===== config.mk =====
export PLATFORM = sky130hd
export DESIGN_NAME = fpu_add_sub_align
export DESIGN_NICKNAME = d
export VERILOG_FILES = /design/src/rtl/fpu_add_sub_pkg.sv /design/src/rtl/fpu_add_sub_rshift_sticky.sv /design/src/rtl/fpu_add_sub_sub4.sv /design/src/rtl/fpu_add_sub_align.sv
export SDC_FILE = /design/constraint.sdc
export NUM_CORES = 1
export LEC_CHECK = 0
export CAP_MARGIN = 20
export CORE_ASPECT_RATIO = 1.4
export CORE_MARGIN = 2
export CORE_UTILIZATION = 33
export DETAILED_ROUTE_END_ITERATION = 8
export PLACE_DENSITY_LB_ADDON = 0.25
export SETUP_SLACK_MARGIN = 0.15
export SLEW_MARGIN = 25
export SYNTH_ARGS = -nofsm -noshare
export SYNTH_HDL_FRONTEND = slang
export SYNTH_SLANG_ARGS = --single-unit

===== constraint.sdc =====
create_clock -name i_clk -period 4.19 [get_ports i_clk]
set_input_delay 0.419 -clock i_clk [delete_from_list [all_inputs] [get_ports i_clk]]
set_output_delay 0.419 -clock i_clk [all_outputs]
set_load 0.005 [all_outputs]

===== src/rtl/fpu_add_sub_pkg.sv =====
// Shared definitions for the FP32 add/sub alignment front end.
//   - Field widths (EXP_W, MAN_W, ALN_W) and the shifter control width SH_W.
//   - QNAN / EXP_MAX constants.
//   - fp32_unpacked_t: one operand after unpacking (denormals get an
//     effective exponent of 1 and a clear hidden bit).
//   - align_out_t: everything the stage-2 register hands downstream.
//   - unpack(): IEEE-754 single -> fp32_unpacked_t.
package fpu_add_sub_pkg;

  localparam int EXP_W = 8;
  localparam int MAN_W = 23;
  localparam int ALN_W = MAN_W + 4;
  localparam int SH_W  = $clog2(ALN_W + 1);

  localparam logic [31:0]      QNAN    = 32'h7FC0_0000;
  localparam logic [EXP_W-1:0] EXP_MAX = 8'hFF;

  typedef struct packed {
    logic             sign;
    logic [EXP_W-1:0] exp_eff;
    logic [MAN_W:0]   man;      // {hidden, frac}
    logic             is_zero;
    logic             is_inf;
    logic             is_nan;
  } fp32_unpacked_t;

  typedef struct packed {
    logic [EXP_W-1:0] exp;
    logic             sign;
    logic             eff_sub;
    logic [ALN_W-1:0] man_big;
    logic [ALN_W-1:0] man_small;
    logic             special;
    logic [31:0]      special_val;
  } align_out_t;

  function automatic fp32_unpacked_t unpack(input logic [31:0] x);
    fp32_unpacked_t u;
    logic [EXP_W-1:0] e;
    logic [MAN_W-1:0] f;
    e         = x[30:23];
    f         = x[22:0];
    u.sign    = x[31];
    u.exp_eff = (e == '0) ? EXP_W'(1) : e;
    u.man     = {(e != '0), f};
    u.is_zero = (e == '0) && (f == '0);
    u.is_inf  = (e == EXP_MAX) && (f == '0);
    u.is_nan  = (e == EXP_MAX) && (f != '0);
    return u;
  endfunction

endpackage


===== src/rtl/fpu_add_sub_rshift_sticky.sv =====
// Logarithmic barrel right shifter with sticky collapse.
//   din   : W-bit input
//   shamt : shift amount (SH_W bits)
//   dout  : din >> shamt, with bit 0 ORed with every bit shifted out
module fpu_add_sub_rshift_sticky #(
  parameter int W    = 27,
  parameter int SH_W = 5
) (
  input  logic [W-1:0]    din,
  input  logic [SH_W-1:0] shamt,
  output logic [W-1:0]    dout
);

  logic [W-1:0] stage_data   [SH_W+1];
  logic         stage_sticky [SH_W+1];

  assign stage_data[0]   = din;
  assign stage_sticky[0] = 1'b0;

  generate
    for (genvar gi = 0; gi < SH_W; gi++) begin : g_stage
      localparam int SH = 1 << gi;
      if (SH < W) begin : g_part
        assign stage_data[gi+1]   = shamt[gi] ? (stage_data[gi] >> SH) : stage_data[gi];
        assign stage_sticky[gi+1] = stage_sticky[gi] | (shamt[gi] & (|stage_data[gi][SH-1:0]));
      end else begin : g_full
        // Step wider than the word: everything falls into the sticky bit.
        assign stage_data[gi+1]   = shamt[gi] ? '0 : stage_data[gi];
        assign stage_sticky[gi+1] = stage_sticky[gi] | (shamt[gi] & (|stage_data[gi]));
      end
    end
  endgenerate

  assign dout = {stage_data[SH_W][W-1:1], stage_data[SH_W][0] | stage_sticky[SH_W]};

endmodule


===== src/rtl/fpu_add_sub_sub4.sv =====
// 4-bit borrow-lookahead subtractor slice: d = a - b - bin.
//   a, b  : 4-bit operands
//   bin   : borrow in
//   d     : 4-bit difference
//   bout  : borrow out
// Borrow generate = ~a & b; borrow propagate when the bits are equal.
module fpu_add_sub_sub4 (
  input  logic [3:0] a,
  input  logic [3:0] b,
  input  logic       bin,
  output logic [3:0] d,
  output logic       bout
);

  logic [3:0] g;
  logic [3:0] p;
  logic [3:0] brw;

  generate
    for (genvar gi = 0; gi < 4; gi++) begin : g_gp
      assign g[gi] = ~a[gi] & b[gi];
      assign p[gi] = ~(a[gi] ^ b[gi]);
      assign d[gi] = a[gi] ^ b[gi] ^ brw[gi];
    end
  endgenerate

  // Flattened lookahead: every borrow depends only on g/p and bin.
  assign brw[0] = bin;
  assign brw[1] = g[0] | (p[0] & bin);
  assign brw[2] = g[1] | (p[1] & g[0]) | (p[1] & p[0] & bin);
  assign brw[3] = g[2] | (p[2] & g[1]) | (p[2] & p[1] & g[0])
                | (p[2] & p[1] & p[0] & bin);
  assign bout   = g[3] | (p[3] & g[2]) | (p[3] & p[2] & g[1])
                | (p[3] & p[2] & p[1] & g[0])
                | (p[3] & p[2] & p[1] & p[0] & bin);

endmodule


===== src/rtl/fpu_add_sub_align.sv =====
// FP32 add/sub front end: unpack, magnitude order, exponent difference,
// and right-alignment of the smaller mantissa with guard/round/sticky.
// Two registered stages with valid/ready backpressure.
//   i_clk, i_rst        : clock, synchronous active-high reset
//   i_valid/o_ready     : input handshake for (i_a, i_b, i_op); i_op=1 is A-B
//   o_valid/i_ready     : output handshake
//   o_exp               : larger (common) effective exponent
//   o_sign              : result sign before normalisation
//   o_eff_sub           : effective subtraction
//   o_man_big           : {hidden, frac, 3'b000} of the larger operand
//   o_man_small         : aligned smaller mantissa, sticky in bit 0
//   o_special/_val      : NaN/Inf result decided here
module fpu_add_sub_align
  import fpu_add_sub_pkg::*;
(
  input  logic             i_clk,
  input  logic             i_rst,
  input  logic             i_valid,
  output logic             o_ready,
  input  logic [31:0]      i_a,
  input  logic [31:0]      i_b,
  input  logic             i_op,
  output logic             o_valid,
  input  logic             i_ready,
  output logic [EXP_W-1:0] o_exp,
  output logic             o_sign,
  output logic             o_eff_sub,
  output logic [ALN_W-1:0] o_man_big,
  output logic [ALN_W-1:0] o_man_small,
  output logic             o_special,
  output logic [31:0]      o_special_val
);

  // ---------------- handshake ----------------
  logic s1_valid_reg;
  logic s2_valid_reg;
  logic s1_advance;
  logic s2_advance;

  assign s2_advance = ~s2_valid_reg | i_ready;
  assign s1_advance = ~s1_valid_reg | s2_advance;
  assign o_ready    = s1_advance;

  // ---------------- stage 1: unpack, order, subtract ----------------
  fp32_unpacked_t ua;
  fp32_unpacked_t ub;
  logic           sb_eff;
  logic           eff_sub;
  logic           b_gt;
  logic           mag_eq;
  logic [EXP_W-1:0] exp_big;
  logic [EXP_W-1:0] exp_small;
  logic [MAN_W:0]   man_big;
  logic [MAN_W:0]   man_small;
  logic             sign_next;
  logic             special_next;
  logic [31:0]      special_val_next;

  assign ua      = unpack(i_a);
  assign ub      = unpack(i_b);
  assign sb_eff  = ub.sign ^ i_op;
  assign eff_sub = ua.sign ^ sb_eff;
  assign b_gt    = {ub.exp_eff, ub.man} > {ua.exp_eff, ua.man};
  assign mag_eq  = {ub.exp_eff, ub.man} == {ua.exp_eff, ua.man};

  assign exp_big   = b_gt ? ub.exp_eff : ua.exp_eff;
  assign exp_small = b_gt ? ua.exp_eff : ub.exp_eff;
  assign man_big   = b_gt ? ub.man : ua.man;
  assign man_small = b_gt ? ua.man : ub.man;

  always_comb begin
    sign_next = b_gt ? sb_eff : ua.sign;
    if (ua.is_zero && ub.is_zero && !eff_sub) begin
      sign_next = ua.sign;
    end else if (eff_sub && mag_eq) begin
      // x - x rounds to +0 under round-to-nearest-even
      sign_next = 1'b0;
    end
  end

  always_comb begin
    special_next     = 1'b0;
    special_val_next = '0;
    if (ua.is_nan || ub.is_nan) begin
      special_next     = 1'b1;
      special_val_next = QNAN;
    end else if (ua.is_inf && ub.is_inf) begin
      special_next     = 1'b1;
      special_val_next = eff_sub ? QNAN : {ua.sign, EXP_MAX, {MAN_W{1'b0}}};
    end else if (ua.is_inf) begin
      special_next     = 1'b1;
      special_val_next = {ua.sign, EXP_MAX, {MAN_W{1'b0}}};
    end else if (ub.is_inf) begin
      special_next     = 1'b1;
      special_val_next = {sb_eff, EXP_MAX, {MAN_W{1'b0}}};
    end
  end

  // Exponent difference from chained 4-bit borrow-lookahead slices.
  localparam int NSLICE = EXP_W / 4;
  logic [NSLICE:0]  sub_borrow;
  logic [EXP_W-1:0] sub_diff;
  logic [EXP_W-1:0] exp_diff;

  assign sub_borrow[0] = 1'b0;
  generate
    for (genvar gi = 0; gi < NSLICE; gi++) begin : g_sub
      fpu_add_sub_sub4 u_slice (
        .a    (exp_big[4*gi +: 4]),
        .b    (exp_small[4*gi +: 4]),
        .bin  (sub_borrow[gi]),
        .d    (sub_diff[4*gi +: 4]),
        .bout (sub_borrow[gi+1])
      );
    end
  endgenerate

  // After the swap the borrow-out is always 0; clamp defensively anyway.
  assign exp_diff = sub_borrow[NSLICE] ? '0 : sub_diff;

  logic [EXP_W-1:0] s1_exp_reg;
  logic [EXP_W-1:0] s1_diff_reg;
  logic [MAN_W:0]   s1_man_big_reg;
  logic [MAN_W:0]   s1_man_small_reg;
  logic             s1_sign_reg;
  logic             s1_eff_sub_reg;
  logic             s1_special_reg;
  logic [31:0]      s1_special_val_reg;

  always_ff @(posedge i_clk) begin
    if (i_rst) begin
      s1_valid_reg       <= 1'b0;
      s1_exp_reg         <= '0;
      s1_diff_reg        <= '0;
      s1_man_big_reg     <= '0;
      s1_man_small_reg   <= '0;
      s1_sign_reg        <= 1'b0;
      s1_eff_sub_reg     <= 1'b0;
      s1_special_reg     <= 1'b0;
      s1_special_val_reg <= '0;
    end else if (s1_advance) begin
      s1_valid_reg       <= i_valid;
      s1_exp_reg         <= exp_big;
      s1_diff_reg        <= exp_diff;
      s1_man_big_reg     <= man_big;
      s1_man_small_reg   <= man_small;
      s1_sign_reg        <= sign_next;
      s1_eff_sub_reg     <= eff_sub;
      s1_special_reg     <= special_next;
      s1_special_val_reg <= special_val_val_pass(s1_special_reg, special_val_next);
    end
  end

  // Identity helper kept local so the stage-1 load reads as a plain copy.
  function automatic logic [31:0] special_val_val_pass(input logic unused_sel,
                                                       input logic [31:0] v);
    return unused_sel ? v : v;
  endfunction

  // ---------------- stage 2: align ----------------
  logic [SH_W-1:0]  shamt;
  logic [ALN_W-1:0] man_small_aligned;
  align_out_t       align_next;
  align_out_t       align_reg;

  // Shifting by ALN_W already pushes every bit into sticky.
  assign shamt = (s1_diff_reg >= EXP_W'(ALN_W)) ? SH_W'(ALN_W) : s1_diff_reg[SH_W-1:0];

  fpu_add_sub_rshift_sticky #(
    .W    (ALN_W),
    .SH_W (SH_W)
  ) u_rshift (
    .din   ({s1_man_small_reg, 3'b000}),
    .shamt (shamt),
    .dout  (man_small_aligned)
  );

  always_comb begin
    align_next             = '0;
    align_next.exp         = s1_exp_reg;
    align_next.sign        = s1_sign_reg;
    align_next.eff_sub     = s1_eff_sub_reg;
    align_next.man_big     = {s1_man_big_reg, 3'b000};
    align_next.man_small   = man_small_aligned;
    align_next.special     = s1_special_reg;
    align_next.special_val = s1_special_val_reg;
  end

  always_ff @(posedge i_clk) begin
    if (i_rst) begin
      s2_valid_reg <= 1'b0;
      align_reg    <= '0;
    end else if (s2_advance) begin
      s2_valid_reg <= s1_valid_reg;
      align_reg    <= align_next;
    end
  end

  assign o_valid       = s2_valid_reg;
  assign o_exp         = align_reg.exp;
  assign o_sign        = align_reg.sign;
  assign o_eff_sub     = align_reg.eff_sub;
  assign o_man_big     = align_reg.man_big;
  assign o_man_small   = align_reg.man_small;
  assign o_special     = align_reg.special;
  assign o_special_val = align_reg.special_val;

endmodule


==> summary.txt, run 1 <==
Outcome: complete, no violations
WP data required: 4.47 ns
Yosys top cell by area: dfxtp_1
Syn avg cell area: 8.07 um2
Clock skew: 0.0120 ns
Vias in the first global route: 7415
Crit path cell chain: or3_1, or3_2, mux4_2, mux2i_1, a21oi_1, or4_1, nor4_1, o41ai_1
Synth Instances: 1031
Reg area: 2700 um2
Worst-Skew Late Latency: 0.43 ns
Die H: 192 um
Drt total wl: 25800 um
Slew Limit Headroom: 39.9%
Final HPWL DP: 19600 um
First DRT Iteration DRCs: 346
Post-route ant nets: 0
Top area cells in the synthesized netlist: dfxtp_1 32%, mux2i_1 7.3%, a21oi_1 6.3%
Ys Warns: 0
Share of layout cells above drive strength 1: 9.58%
Max reg flops: 27
Placed Area: 10000 um2
Most common cell after layout, fill and taps aside: clkdlybuf4s50_1
CTS tree: done
Worst setup path class: reg -> reg
Final setup fails: 0
Largest stage delay on the critical path: 0.79 ns
Clock tree root driver cell: clkbuf_16
Gr usage total: 19.2%
Num CTS Buffers: 17
Multi-input gate area: 5010 um2
H-tree Lvls: 4
Met2 usage in global routing: 35.7%
Synth cell types: 66
Hold Path End: o_man_big[10]
EDFF count, synth: 0
Clock Sink Count: 135
RSZ-0062 raised after global routing: no
VDD IR max: 321 uV
Crit end category: register
Die footprint: 26500 um2
RePlAce Congestion: 0.866
Yosys reg bits: 135
Post-Layout Inst Area: 10600 um2
Die W: 138 um
Worst R2R Setup Slack: 0.42 ns
Largest net degree at the start of global routing: 83
Total Power: 4.64 mW
Worst EP arrival: 4.05 ns
Leading cell types in the layout, fill and taps excluded: 141 x clkdlybuf4s50_1, 135 x nor2_1, 135 x dfxtp_1
Met1 Use GR: 22.1%
Most used DFF post-synth: dfxtp_1
PortBufs: 142
Layout Nets: 1250
Worst-case clock buffer depth: 2
CP max FO: 20
# hold bufs at CTS: 0
Seq/Total Area, Yosys: 32.5%
Yosys top cell area share: 32.5%
DR vias/cell: 5.29
Routed vias: 7804
Hold depth: 2
Met3 GRT Util: 2.99%
Post_cts resized: 0
Fmax: 0.265 GHz
Number of diodes: 0
Startpoint types: register
Most Crowded Layer GR: met2
Clock transition at path regs: 0.06 ns
Reg2reg start: s1_diff_reg[5]
Fillers: 2548
Worst R2R Path Depth: 8
Final Hold Viols: 0
Hold Crit Class: reg -> reg
Worst-Margin Slew: 0.902 ns
Final Cycle Share: 90.0%
Post-Syn Area: 8320 um2
Final slew viol count: 0
DR pass1 iterations: 5
FF-to-FF End: o_man_small[0]
# IOs: 168
First-pass GRT wire length: 40300 um
Wire per inst: 17.5 um
Crit path from: s1_diff_reg[5]
Static Leakage: 4.30 nW
Total of max-cap violations: 0
Drt drc: 0
HP Start: o_man_big[10]
Initial core utilization: 33.6%
Fin crit period: 3.77 ns
Area growth from synthesis to layout: 27.7%
Initial antenna violation count: 0
Core area: 24800 um2
Total gr overflow: 0
PwrDens: 437 nW/um2
Setup bufs post-CTS: 0
Slowest CP cell: or3_2
Row cnt: 68
Async SR Flop Fraction: 0%
-- worst max-delay path, delay by kind of cell (launching register included) --
kind / cells / cell delay, ns
simple gates: 4 / 2.12
mux: 2 / 0.92
flops: 1 / 0.33
compound gates: 2 / 0.25
-- worst max-delay path by stage --
stage | to | slack [ns] | cells after the start
final | o_man_small[0] | 0.42 | 8
after global routing | s1_diff_reg[6] | 0.15 | 14
after CTS | s1_diff_reg[6] | 0.30 | 14
after detailed placement | s1_diff_reg[6] | -0.13 | 14
after global placement | s1_diff_reg[6] | -0.002 | 14
after floorplan | s1_diff_reg[5] | 0.22 | 16
-- power breakdown --
part / internal (mW) / switching (mW) / total (mW)
clock: 0.958 / 0.597 / 1.56
combinational: 0.732 / 0.831 / 1.56
sequential: 1.42 / 0.106 / 1.53
-- layer usage --
| metal | vias to the layer above | share of wire, % |
|---|---|---|
| li1 | 3907 | - |
| met1 | 3669 | 42 |
| met2 | 195 | 52 |
| met3 | 33 | 3.3 |
| met4 | 0 | 2.7 |
| met5 | - | 0 |
-- cell type report --
cell class	count	share of cell area, %
Multi-Input combinational cell	768	47.2
Tap cell	315	3.71
Timing Repair Buffer	185	16.5
Clock buffer	19	4.17
Sequential cell	135	25.4
Clock inverter	13	1.60
Inverter	39	1.39
-- cells in the mapped netlist, types with 6 or more instances --
master	number
a211oi_1	60
a21oi_1	105
a221oi_1	8
a22oi_1	12
buf_2	7
buf_4	33
clkbuf_1	65
dfxtp_1	135
ha_1	35
inv_1	38
mux2i_1	61
mux4_2	18
nand2_1	122
nand2b_1	7
nand3_1	11
nand3b_1	9
nand4_1	12
nor2_1	136
nor2b_1	8
nor3_1	15
nor4_1	16
o211ai_1	6
o21ai_0	10
o221ai_1	6
o22ai_1	7
o31ai_1	8
or4_1	6
-- kinds of logic after synthesis --
kind of cell               count (synthesis)  share of synthesized area [%]
xor gates and xnor gates                   5                          0.526
adders and majority gates                 35                           5.26
and+or+nand+nor                          356                           19.0
muxes                                     88                           13.6
DFF                                      135                           32.5
buffers and inverters                    152                           8.72
other                                      1                         0.0451
AOI/OAI and AO/OA                        259                           20.4
-- stage by stage --
stage	TNS, ns	std cells	setup WS, ns	hold slack (ns)	utilization [%]
2_1_floorplan	0	1055	0.217	0.432	-
3_3_place_gp	-0.00241	1442	-0.00241	0.434	40.4
3_5_place_dp	-0.302	1442	-0.127	0.444	40.4
4_1_cts	0	1474	0.304	0.453	42.9
5_1_grt	0	1474	0.154	0.470	42.9
6_report	0	1474	0.418	0.450	42.9
No activity file was read; power rests on OpenSTA's default activity.
==> run 2: changes to the inputs <==
--- a/config.mk
+++ b/config.mk
@@ -6,13 +6,14 @@
 export NUM_CORES = 1
 export LEC_CHECK = 0
 export CAP_MARGIN = 20
-export CORE_ASPECT_RATIO = 1.4
+export CORE_ASPECT_RATIO = 0.8
 export CORE_MARGIN = 2
-export CORE_UTILIZATION = 33
+export CORE_UTILIZATION = 48
 export DETAILED_ROUTE_END_ITERATION = 8
 export PLACE_DENSITY_LB_ADDON = 0.25
 export SETUP_SLACK_MARGIN = 0.15
 export SLEW_MARGIN = 25
 export SYNTH_ARGS = -nofsm -noshare
 export SYNTH_HDL_FRONTEND = slang
+export SYNTH_HIERARCHICAL = 1
 export SYNTH_SLANG_ARGS = --single-unit
==> run 2 against run 1 <==
Compared with the run above: the run now ends with negative setup slack left; clock skew barely moved; combinational power up 73%; register-to-register slack gained 0.18 ns; utilization increased by 26 points; via count increased by 24%; setup slack got worse by 0.65 ns; power rose by 25%; sequential share of layout area down 3.9 points; critical path type is now in -> reg; highest routed layer unchanged.
==> summary.txt, run 2 <==
WP data required: 4.55 ns (was 4.47 ns)
Slew Limit Headroom: 46.8% (was 39.9%)
Synth Area in Compound Gates: 20.6% (was 20.4%)
# IOs: 168 (unchanged)
Routed vias: 9668 (was 7804)
Crit end category: register (unchanged)
Net Sw Frac: 37.6% (was 33.0%)
Async SR Flop Fraction: 0% (unchanged)
Final slew viol count: 0 (unchanged)
First DRT Iteration DRCs: 1036 (was 346)
Core Util, Final: 68.9% (was 42.9%)
Total of max-cap violations: 0 (unchanged)
Final HPWL DP: 20100 um (was 19600 um)
Wire per inst: 18.4 um (was 17.5 um)
Psw: 2.18 mW (was 1.53 mW)
Layout Nets: 1523 (was 1250)
Worst-case clock buffer depth: 2 (unchanged)
Worst-Skew Late Latency: 0.43 ns (about the same)
Clock transition at path regs: 0.06 ns (about the same)
Vias in the first global route: 8991 (was 7415)
Leading cell types in the layout, fill and taps excluded: 188 x nand2_1, 183 x buf_4, 135 x dfxtp_1 (was 141 x clkdlybuf4s50_1, 135 x nor2_1, 135 x dfxtp_1)
Seq/Total Area, Yosys: 30.3% (was 32.5%)
Largest stage delay on the critical path: 0.44 ns (was 0.79 ns)
DR vias/cell: 5.85 (was 5.29)
Num CTS Buffers: 17 (unchanged)
Final setup margin: -0.235 ns (was 0.418 ns)
Worst Path Buf+Inv: 4 (was 0)
Largest family of logic cells by synthesized area: simple AND/OR/NAND/NOR gates (was compound AO/OA/AOI/OAI gates)
Most common cell after layout, fill and taps aside: nand2_1 (was clkdlybuf4s50_1)
VDD IR max: 290 uV (was 321 uV)
Gr usage total: 29.6% (was 19.2%)
Total gr overflow: 0 (unchanged)
Slowest CP cell: or3_4 (was or3_2)
Worst-Margin Slew: 0.798 ns (was 0.902 ns)
Crit path cell chain: dlygate4sd2_1, nor4_4, nand2_2, ha_4, nand3_2, or3_4, o21bai_2, o22a_4, buf_6, nand3_2, o21ai_2, ha_4, a21o_1, a31o_1, a21o_1, a21o_1, a31o_1, buf_4, buf_6, xnor2_2, nand3b_1, a21oi_1 (was or3_1, or3_2, mux4_2, mux2i_1, a21oi_1, or4_1, nor4_1, o41ai_1)
Final Cycle Share: 106% (was 90.0%)
Yosys top cell by area: dfxtp_1 (unchanged)
H-tree Lvls: 4 (unchanged)
Placed Area: 11300 um2 (was 10000 um2)
Adder-cell share of the synthesized area: 6.19% (was 5.26%)
Max reg flops: 27 (unchanged)
Outcome: complete, but fails checks (was complete, no violations)
Most used DFF post-synth: dfxtp_1 (unchanged)
Synth cell types: 69 (was 66)
Die footprint: 19700 um2 (was 26500 um2)
Core area: 18200 um2 (was 24800 um2)
Metal2 WL: 13400 um (was 13500 um)
Internal: 3.61 mW (was 3.11 mW)
Final Hold Viols: 0 (unchanged)
Startpoint types: primary input (was register)
Fmax: 0.226 GHz (was 0.265 GHz)
Drt drc: 0 (unchanged)
Post-synth top cells: 191 x nand2_1, 135 x dfxtp_1, 129 x nor2_1, 122 x a21oi_1, 51 x inv_1 (was 136 x nor2_1, 135 x dfxtp_1, 122 x nand2_1, 105 x a21oi_1, 65 x clkbuf_1)
First-pass GRT wire length: 46700 um (was 40300 um)
Synth Instances: 1145 (was 1031)
Die H: 126 um (was 192 um)
CP max FO: 5 (was 20)
Clock Sink Count: 135 (unchanged)
Share of layout cells above drive strength 1: 23.9% (was 9.58%)
PortBufs: 142 (unchanged)
Yosys reg bits: 135 (unchanged)
Clock tree root driver cell: clkbuf_16 (unchanged)
Die W: 156 um (was 138 um)
Top area cells in the synthesized netlist: dfxtp_1 30%, nand2_1 8.0%, a21oi_1 6.8% (was dfxtp_1 32%, mux2i_1 7.3%, a21oi_1 6.3%)
Post-route ant nets: 0 (unchanged)
Row cnt: 44 (was 68)
RePlAce Congestion: 0.922 (was 0.866)
Post-Layout Inst Area: 12500 um2 (was 10600 um2)
Ys Warns: 6 (was 0)
Static Leakage: 5.30 nW (was 4.30 nW)
DR pass1 iterations: 6 (was 5)
Failing checks: negative setup slack
Wire length on met3: 2620 um (was 864 um)
Hold Crit Class: reg -> reg (unchanged)
Simple-gate area share of the yosys netlist: 23.2% (was 19.0%)
Syn avg cell area: 7.80 um2 (was 8.07 um2)
Synth Area in XOR/XNOR: 0.687% (was 0.526%)
Most used cell, CP: a21o_1
Clock power share: 25.4% (was 33.5%)
EDFF count, synth: 0 (unchanged)
Top-count cell post-synth: nand2_1 (was nor2_1)
Yosys top cell area share: 30.3% (was 32.5%)
CP delay by family, top: compound AO/OA/AOI/OAI gates (was simple AND/OR/NAND/NOR gates)
Largest net degree at the start of global routing: 66 (was 83)
CTS tree: done (unchanged)
Final setup fails: 9 (was 0)
Drt total wl: 30400 um (was 25800 um)
Logic pwr share: 46.7% (was 33.6%)
Initial antenna violation count: 0 (unchanged)
Total Power: 5.79 mW (was 4.64 mW)
Post-Syn Area: 8930 um2 (was 8320 um2)
RSZ-0062 raised after global routing: yes (was no)
PwrDens: 462 nW/um2 (was 437 nW/um2)
Worst EP arrival: 4.78 ns (was 4.05 ns)
Area growth from synthesis to layout: 40.3% (was 27.7%)
Initial core utilization: 49.1% (was 33.6%)
Fin crit period: 4.42 ns (was 3.77 ns)
Flop pwr share: 27.8% (was 32.9%)
Fin Setup TNS: -1.56 ns (was 0 ns)
Worst setup path class: in -> reg (was reg -> reg)
Number of diodes: 0 (unchanged)
Clock skew: 0.0116 ns (was 0.0120 ns)
Top Metal Used: met4 (unchanged)
Metal-1 WL: 13400 um (was 10700 um)
Mux cell area share after synthesis: 9.35% (was 13.6%)
==> run 2: cell types whose count changed after synthesis, sizes merged, moves of 18 or more <==
cell,previous run,this run
nor3,16,34
buf,48,73
nand2,122,192
a2111oi,2,48
a211oi,61,6
mux2i,64,29
==> run 2: power groups by stage <==
| stage | Sequential (mW) | Combinational, mW | Clock, mW |
|---|---|---|---|
| global placement | 1.63 | 2.50 | 0 |
| global route | 1.63 | 2.94 | 1.54 |
| finish | 1.61 | 2.70 | 1.47 |
| CTS | 1.61 | 2.58 | 1.48 |
| floorplan | 1.61 | 1.78 | 0 |
| detailed placement | 1.63 | 2.51 | 0 |
==> run 2: repair_timing <==
item                                    4_1_cts  5_1_grt
hold buffers                                  0        0
buffers inserted                             35       13
pin swaps                                    34       46
endpoints found under the setup margin        8        9
gates resized for setup                      66       47
==> run 2: stage by stage <==
step,cells,hold WS (ns),setup slack (ns)
after floorplan,1179,0.432,-0.180
after global placement,1574,0.438,-0.665
after detailed placement,1574,0.442,-0.805
after CTS,1640,0.441,-0.125
after global routing,1653,0.462,-0.362
final,1653,0.446,-0.235
==> run 2: kinds of logic (layout without fill, tap and decap cells) <==
group | Yosys count | after routing
AO/OA/AOI/OAI | 263 | 263
XOR/XNOR | 7 | 7
adder cells (fa/ha/maj) | 43 | 43
buffers and inverters | 175 | 419
flip-flops | 135 | 135
multiplexers | 57 | 57
other | 1 | 35
AND/OR/NAND/NOR | 464 | 464
==> run 2: final cells by class <==
class,instances,area (um2)
Timing Repair Buffer,336,2910
Clock buffer,19,453
Clock inverter,12,119
Sequential cell,135,2700
Inverter,52,195
Fill cell,1460,5640
Multi-Input combinational cell,869,5860
Tap cell,230,288
==> run 2: worst paths after layout <==
| check | start | to | slack [ns] | cells past startpoint |
|---|---|---|---|---|
| setup / recovery | i_b[23] | s1_diff_reg[7] | -0.23 | 22 |
| hold / removal | o_man_small[9] | o_man_small[9] | 0.45 | 2 |
| setup reg to reg | s1_diff_reg[7] | o_man_small[0] | 0.60 | 11 |
| hold reg to reg | o_man_small[9] | o_man_small[9] | 0.45 | 2 |
==> run 2: routing by layer <==
metal	vias to the layer above	global-route usage (%)
met3	91	5.47
li1	4539	-
met5	-	0
met2	514	43.9
met4	0	10.1
met1	4524	43.2
==> run 2: worst reg2reg max path, stage by stage (launching register included) <==
cell     delay, ns
dfxtp_1       0.31
nor3_1        0.38
o21ai_0       0.18
or2_2         0.60
mux4_1        0.67
mux2_2        0.34
mux2i_1       0.25
nand2_1       0.10
nor4b_2       0.31
a31oi_1       0.17
nand2_1       0.09
a21oi_1       0.06
